===== config.mk =====
export PLATFORM = sky130hd
export DESIGN_NAME = zapper_ctrl
export DESIGN_NICKNAME = d
export VERILOG_FILES = /design/src/rtl/duck_pkg.sv /design/src/rtl/debouncer.sv /design/src/rtl/zapper_ctrl.sv
export SDC_FILE = /design/constraint.sdc
export NUM_CORES = 1
export LEC_CHECK = 0
export ABC_AREA = 1
export BUFFER_PORTS_ARGS = -buffer_cell sky130_fd_sc_hd__buf_2
export CAP_MARGIN = 20
export CORE_ASPECT_RATIO = 0.8
export CORE_UTILIZATION = 55
export CTS_BUF_LIST = sky130_fd_sc_hd__clkbuf_2
export DETAILED_ROUTE_END_ITERATION = 12
export HOLD_SLACK_MARGIN = 0.1
export PLACE_DENSITY = 0.83
export SLEW_MARGIN = 20
export SYNTH_ARGS = -nofsm -noshare
export SYNTH_HDL_FRONTEND = slang
export SYNTH_HIERARCHICAL = 1
export SYNTH_SLANG_ARGS = --single-unit

===== constraint.sdc =====
create_clock -name clk -period 2.86 [get_ports clk]
set_input_delay 0 -clock clk [delete_from_list [all_inputs] [get_ports clk]]
set_output_delay 0 -clock clk [all_outputs]
set_load 0.01 [all_outputs]

===== src/rtl/duck_pkg.sv =====
// Shared types and constants for the light-gun path; the pattern stage imports flash_t from here.
package duck_pkg;
  localparam int SCREEN_WIDTH  = 640;
  localparam int SCREEN_HEIGHT = 480;

  typedef enum logic [1:0] {IDLE = 2'd0, BLACK = 2'd1, WHITE = 2'd2} flash_t;

  typedef enum logic [2:0] {
    ST_IDLE, ST_ARM, ST_BLACK, ST_WHITE, ST_EVAL, ST_HOLD
  } state_t;

  function automatic logic [15:0] sat_inc(input logic [15:0] v);
    return (v == 16'hFFFF) ? v : v + 16'd1;
  endfunction
endpackage


===== src/rtl/debouncer.sv =====
// Two-flop synchronizer followed by a consecutive-sample debounce counter.
module debouncer #(
  parameter int CYCLES = 250000
) (
  input  logic clk,
  input  logic screen_reset,
  input  logic din,
  output logic level
);
  localparam int CW = (CYCLES > 1) ? $clog2(CYCLES) : 1;
  localparam logic [CW-1:0] LAST = CW'(CYCLES - 1);

  logic          s1, s2;
  logic [CW-1:0] cnt;

  // cnt tracks how long the synchronized sample has disagreed with level
  always_ff @(posedge clk or posedge screen_reset) begin
    if (screen_reset) begin
      s1    <= 1'b0;
      s2    <= 1'b0;
      level <= 1'b0;
      cnt   <= '0;
    end else begin
      s1 <= din;
      s2 <= s1;
      if (s2 == level) begin
        cnt <= '0;
      end else if (cnt == LAST) begin
        level <= s2;
        cnt   <= '0;
      end else begin
        cnt <= cnt + 1'b1;
      end
    end
  end
endmodule


===== src/rtl/zapper_ctrl.sv =====
// Light-gun shot sequencer: trigger -> black frame -> white frame -> score hit or miss.
module zapper_ctrl
  import duck_pkg::*;
#(
  parameter int DEBOUNCE_CYCLES = 250000,
  parameter int DETECT_MIN      = 64,
  parameter int AMBIENT_MAX     = 16,
  parameter int SHOTS           = 3
) (
  input  logic       clk,
  input  logic       screen_reset,
  input  logic       frame_start,
  input  logic       valid,
  input  logic       trigger_raw,
  input  logic       detect_raw,
  input  logic       new_round,
  output logic [1:0] flash,
  output logic       hit,
  output logic       miss,
  output logic [1:0] shots_left,
  output logic       busy
);
  localparam logic [15:0] DMIN  = 16'(DETECT_MIN);
  localparam logic [15:0] AMAX  = 16'(AMBIENT_MAX);
  localparam logic [1:0]  RLOAD = 2'(SHOTS);

  state_t      state, nxt;
  logic        trig_lvl, trig_q, trig_rise;
  logic        det1, det_s;
  logic [15:0] ambient_cnt, light_cnt;
  logic        arm_go, pass;

  debouncer #(.CYCLES(DEBOUNCE_CYCLES)) u_trig_db (
    .clk          (clk),
    .screen_reset (screen_reset),
    .din          (trigger_raw),
    .level        (trig_lvl)
  );

  always_ff @(posedge clk or posedge screen_reset) begin
    if (screen_reset) begin
      det1   <= 1'b0;
      det_s  <= 1'b0;
      trig_q <= 1'b0;
    end else begin
      det1   <= detect_raw;
      det_s  <= det1;
      trig_q <= trig_lvl;
    end
  end

  assign trig_rise = trig_lvl & ~trig_q;
  assign arm_go    = (state == ST_IDLE) && (nxt == ST_ARM);
  assign pass      = (light_cnt >= DMIN) && (ambient_cnt <= AMAX);

  always_ff @(posedge clk or posedge screen_reset) begin
    if (screen_reset) state <= ST_IDLE;
    else              state <= nxt;
  end

  // A frame_start coinciding with the trigger edge only arms; BLACK waits a full frame.
  always_comb begin
    nxt = state;
    case (state)
      ST_IDLE:  if (trig_rise && shots_left != 2'd0) nxt = ST_ARM;
      ST_ARM:   if (frame_start) nxt = ST_BLACK;
      ST_BLACK: if (frame_start) nxt = ST_WHITE;
      ST_WHITE: if (frame_start) nxt = ST_EVAL;
      ST_EVAL:  nxt = ST_HOLD;
      ST_HOLD:  if (!trig_lvl) nxt = ST_IDLE;
      default:  nxt = ST_IDLE;
    endcase
  end

  always_comb begin
    flash = IDLE;
    hit   = 1'b0;
    miss  = 1'b0;
    busy  = (state != ST_IDLE);
    case (state)
      ST_BLACK: flash = BLACK;
      ST_WHITE: flash = WHITE;
      ST_EVAL:  begin hit = pass; miss = ~pass; end
      default:  ;
    endcase
  end

  always_ff @(posedge clk or posedge screen_reset) begin
    if (screen_reset) begin
      ambient_cnt <= '0;
      light_cnt   <= '0;
    end else if (arm_go) begin
      ambient_cnt <= '0;
      light_cnt   <= '0;
    end else if (valid && det_s) begin
      if (state == ST_BLACK) ambient_cnt <= sat_inc(ambient_cnt);
      if (state == ST_WHITE) light_cnt   <= sat_inc(light_cnt);
    end
  end

  // new_round takes priority over the EVAL decrement
  always_ff @(posedge clk or posedge screen_reset) begin
    if (screen_reset)                                  shots_left <= RLOAD;
    else if (new_round)                                shots_left <= RLOAD;
    else if (state == ST_EVAL && shots_left != 2'd0)   shots_left <= shots_left - 2'd1;
  end
endmodule

---- Word level (Yosys, flattened, before mapping) ----
Cells that the tools add are included.
word-level totals
  input bits .............................. 7
  output and inout port bits .............. 7
  logic and storage cells ................. 69
  flip-flop bits (word level) ............. 61
cells by class
  magnitude comparators ................... 2
  equal/unequal tests ..................... 12
  mux-type cells .......................... 21
  add/sub/neg operators ................... 4
  reduce and logical (&&, ||, !) cells .... 15
  bitwise gates (word level) .............. 4
operators by type and width
  kind                     count
  $mux W16                 8
  $mux W18                 2
  $add A16 B1 Y16 const B  2
  $eq A16 B16 Y1 const B   2
  $add A18 B1 Y18 const B  1
  $eq A18 B18 Y1 const B   1
  $pmux W3 S6              1
  $ge A16 B7 Y1 const B    1
  $le A16 B5 Y1 const B    1
  $mux W3                  5
  $reduce_bool A2 Y1       5
  $eq A3 B1 Y1 const B     2
  $eq A3 B2 Y1 const B     2
  $eq A3 B3 Y1 const B     2
  $reduce_and A3 Y1        2
  $logic_and A1 B1 Y1      5
  $mux W2                  2
  $ne A2 B2 Y1 const B     2
  $pmux W2 S2              1
  $logic_not A3 Y1         1
  $not A1 Y1               3
  $reduce_bool A3 Y1       1
  $mux W1                  2
  $reduce_and A2 Y1        1
  3 further kinds          3

---- Longest topological paths before layout ----
  word-level depth ........................ 9
  mapped depth ............................ 10
  depth with buffers taken out ............ 10

---- Modules after synthesis ----
The synthesis kept the hierarchy.
by module, submodules not included
  module       cells an instance  area each (µm²)  sequential area each (µm²)  instances
  zapper_ctrl  375                2,655.0          1,003.5                     1
  debouncer    139                1,159.9          525.5                       1

---- Worst setup path after synthesis ----
No wires, ideal clock.
  path type ............................... flip-flop to flip-flop
  start ................................... register shots_left[0]
  end ..................................... register light_cnt[2]
  data arrival time ....................... 1.554 ns
  stages on the path, launching flop included .. 11
  required time ........................... 2.742 ns
  setup slack ............................. 1.188 ns
  setup time .............................. 0.118 ns
  clock period less this slack ............ 1.672 ns
  path buffers ............................ 2
  path through ............................ dfstp_2 > inv_1 > ha_1 > nor2_1 > nand2_2 > buf_6 > nand3_2 > nand3_2 > buf_6 > nand2_1 > o21ai_2
on the way
  word-level cells in the longest chain between the ends .. 8
  elaborated cells on any way between the ends .. 11
  classes of those cells .................. eq/ne: 2; mux: 3; reduce/logical: 6
RTL lines
  element                                                              line                text
  start: declaration                                                   zapper_ctrl.sv:20   output logic [1:0] shots_left,
  start signal: assignment                                             zapper_ctrl.sv:105  else if (state == ST_EVAL && shots_left != 2'd0) shots_left <= shots_left - 2'd1;
  $reduce_bool A2 Y1 *                                                 zapper_ctrl.sv:65   ST_IDLE: if (trig_rise && shots_left != 2'd0) nxt = ST_ARM;
  $logic_and A1 B1 Y1 *                                                zapper_ctrl.sv:65
  $mux W3 *                                                            zapper_ctrl.sv:65
  $pmux W3 S6 *                                                        zapper_ctrl.sv:64   case (state)
  $eq A3 B1 Y1 *                                                       zapper_ctrl.sv:53   assign arm_go = (state == ST_IDLE) && (nxt == ST_ARM);
  $logic_and A1 B1 Y1 *                                                zapper_ctrl.sv:53
  $ne A2 B2 Y1 (no line) / $reduce_bool A2 Y1 (equally long branches)  --
  $reduce_and A3 Y1 (no line)                                          --
  end signal: assignment                                               zapper_ctrl.sv:97   if (state == ST_WHITE) light_cnt <= sat_inc(light_cnt);
  end: declaration                                                     zapper_ctrl.sv:30   logic [15:0] ambient_cnt, light_cnt;
Mark *: on every way between the ends. The rest lies on a longest branch, timed or not.
A chain may end at the register's enable or synchronous reset.

---- Worst setup path in the final report ----
  start ................................... register shots_left[0]
  end ..................................... register light_cnt[4]
Same word-level chain as after synthesis.

==> metrics.txt <==
number of cells on the worst reg-to-reg path=8; largest net degree at the start of global routing=25; maximum clock frequency=423 MHz; count of non-filler cells in the finished layout=631; pwr/cell area=332 nW/um^2; buffer and inverter count on the worst path=1; top cells by count, synth=sky130_fd_sc_hd__nand2_1, sky130_fd_sc_hd__nor2_1, sky130_fd_sc_hd__inv_1; number of buffers created by CTS=9; Skew-Pair Late Insertion Delay=0.52 ns; crit path kind=reg -> reg; most used routing layer=met1; count of nets after finishing=555; met3 Usage GRT=7.88%; number of synthesized flops with an enable pin=0; Residual DRC=0; max cap viols=0; count of synthesis-stage warnings from yosys=6; gate count after technology mapping=514; static leakage=0.00194 uW; Post-Place Cell Area=3940 sq um; register bit total from synthesis=61; die span in y=76.5 microns; Slew Limit Headroom=42.8%; Critical Path Max Stage Delay=0.59 ns; endpoint of the worst register-to-register path=light_cnt[4]; worst vdd ir=0.227 mV; run status=completed; clock-pin slew reported for the worst setup and hold paths after clock tree synthesis=0.20 ns; sum of overflow across all layers after global routing=0; dominant cells by area after synthesis=sky130_fd_sc_hd__dfrtp_1, sky130_fd_sc_hd__nand2_1, sky130_fd_sc_hd__nor2_1; slowest CP cell=sky130_fd_sc_hd__dfstp_2; setup total negative slack=0 ns; Final Skew=0.0292 ns; RSZ-0062 raised after global routing=false; vias post-DR=3,456; area inside the core boundary=6540 sq um; clock buffer depth=2; DP Wirelength=6300 microns; Worst Hold Class=in -> async; R2R Path Start=shots_left[0]; Synth top area share=38.7%; Slew Viols, Final=0; synthesized area per cell=7.42 sq um; antenna violation net count after detailed routing=0; arrival time worst endpoint=2.76 ns; library cell with the highest instance count after synthesis=sky130_fd_sc_hd__nand2_1; Final Hold Viols=0; CTS sink count=61; placed insts=607; length of the first detailed-routing pass in iterations=5; Initial Utilization=58.3%; Critical Path Start Type=flip-flop; number of ports placed on the die boundary=14; met1 Usage GRT=38.3%; count of antenna diodes in the layout=0; final worst-path cycle share=82.7%; wire length of the first global-routing pass=14,500 microns; Total Routing Usage GR=25.7%; antenna violations before repair=0; cell type with the highest aggregate area in the netlist=sky130_fd_sc_hd__dfrtp_1; fraction of the yosys area taken by sequential cells=40.1%; clock power share=32.2%; library cells used by synthesis=31; cells along the critical path=inv_1 > ha_1 > nor2_1 > nand2_2 > nand2_1 > nand3_2 > nand2_1 > o21ai_2; Die Outline Area=7280 sq um; per-cell via count in the routed design=5.48; PortBufs=13; dominant register cell in the synthesized netlist=sky130_fd_sc_hd__dfrtp_1; share of post-route cells with drive strength above 1=16.8%; CTS tree=built; switching power=371 uW; final critical delay including setup and external delays=2.37 ns; total of cells resized after clock tree synthesis=0; worst-path fanout max=22; Total Routed Length=8390 microns; Internal Dissipation=992 uW; share of flip-flops with an asynchronous set or reset=100%; Placer Congestion=0.886; portion of total power attributed to sequential cells=64.2%; data required time of the critical path=3.26 ns; number of DRC violations after detailed-routing iteration 0=306; global routing met2 resource utilization=35.8%; post-route design area=4110 sq um; post-detailed-route wirelength per cell=13.3 microns; part of the total power dissipated in combinational logic=3.6%; dominant delay contributor by cell family on the critical path=simple AND/OR/NAND/NOR gates; Slew @ Worst Pin=0.857 ns; kind of capture point of the worst setup path=flip-flop; area of the mapped netlist=3810 sq um; area delta synth->final=7.67%; setup slack of the most critical reg-to-reg path=0.49 ns; die width=95.1 microns; floorplan row count=26; Worst Hold Margin=0.0927 ns; number of global-route vias before repair=3,137; CTS HTree Levels=3; root buffer cell=sky130_fd_sc_hd__clkbuf_2; cell with the most instances on the worst path=sky130_fd_sc_hd__nand2_1; sw frac=27.2%; net count after synthesis=527; final setup violation count=0
## flip-flops by register name (all words and copies together) (netlist names)
signal,count
trig_q,1
u_trig_db/level,1
u_trig_db/s2,1
ambient_cnt,16
state,3
det_s,1
u_trig_db/s1,1
shots_left,2
light_cnt,16
u_trig_db/cnt,18
det1,1
## tightest hold or removal path, cell delays in order
cell and delay [ns]:
sky130_fd_sc_hd__dlygate4sd3_1 0.53, sky130_fd_sc_hd__buf_2 0.12, sky130_fd_sc_hd__inv_1 0.49
## metal layers
| metal | vias to the layer above | wire [microns] |
|---|---|---|
| met4 | 0 | 154 |
| met3 | 23 | 617 |
| li1 | 1670 | - |
| met2 | 138 | 3630 |
| met5 | - | 0 |
| met1 | 1625 | 3990 |
## worst max path at each step
stage	startpoint	endpoint	slack, ns	depth (start not counted)
after global routing	shots_left[0]	light_cnt[14]	0.37	8
after global placement	shots_left[0]	light_cnt[4]	0.64	8
after CTS	shots_left[0]	light_cnt[4]	0.50	8
after floorplan	shots_left[0]	light_cnt[2]	1.19	10
after detailed placement	shots_left[0]	light_cnt[4]	0.53	8
final	shots_left[0]	light_cnt[4]	0.49	8
## per-stage QoR
step	setup WS, ns	total power [uW]	utilization [%]
6_report	0.494	1360	62.8
5_1_grt	0.368	1420	62.8
4_1_cts	0.501	1380	62.8
3_5_place_dp	0.530	932	60.3
3_3_place_gp	0.643	930	60.3
2_1_floorplan	1.19	916	-
## area by class of cell
cell class / count / area (sq um)
clock buffer: 9 / 45.0
clock inverter: 7 / 42.5
fill: 564 / 2430
inverter: 69 / 259
multi-input combinational: 379 / 1970
sequential: 61 / 1530
tap: 84 / 105
timing repair buffer: 22 / 153
## power by group through the flow
stage | combinational [uW] | clock [uW] | sequential (uW)
final | 49.5 | 438 | 875
after global routing | 56.7 | 489 | 876
after CTS | 50.2 | 452 | 875
after detailed placement | 41.6 | 0 | 890
after global placement | 40.4 | 0 | 890
after floorplan | 26.7 | 0 | 889
## placed cells by master (no fill, tap or decap), types with 10 or more instances in the layout
cell type,netlist,final
sky130_fd_sc_hd__nand2_1,127,127
sky130_fd_sc_hd__nor2_1,79,79
sky130_fd_sc_hd__inv_1,61,61
sky130_fd_sc_hd__dfrtp_1,59,59
sky130_fd_sc_hd__nand3_1,40,40
sky130_fd_sc_hd__o21ai_0,20,20
sky130_fd_sc_hd__xor2_1,18,18
sky130_fd_sc_hd__nand2_2,16,16
sky130_fd_sc_hd__buf_2,0,13
sky130_fd_sc_hd__o21ai_2,10,10
## cells by family after synthesis
| logic type | after synthesis | share of synthesized area (%) |
|---|---|---|
| fa+ha+maj | 6 | 1.97 |
| simple gates | 303 | 37.2 |
| xor+xnor | 22 | 5.05 |
| flops | 61 | 40.1 |
| compound gates | 48 | 7.58 |
| buf+inv | 74 | 8.17 |
## what timing repair did
item	CTS	global route
buffers inserted	0	0
endpoints found under the hold margin	58	0
setup endpoints to repair	0	0
hold buffers	8	0
Power figures use the tool's default switching activity.
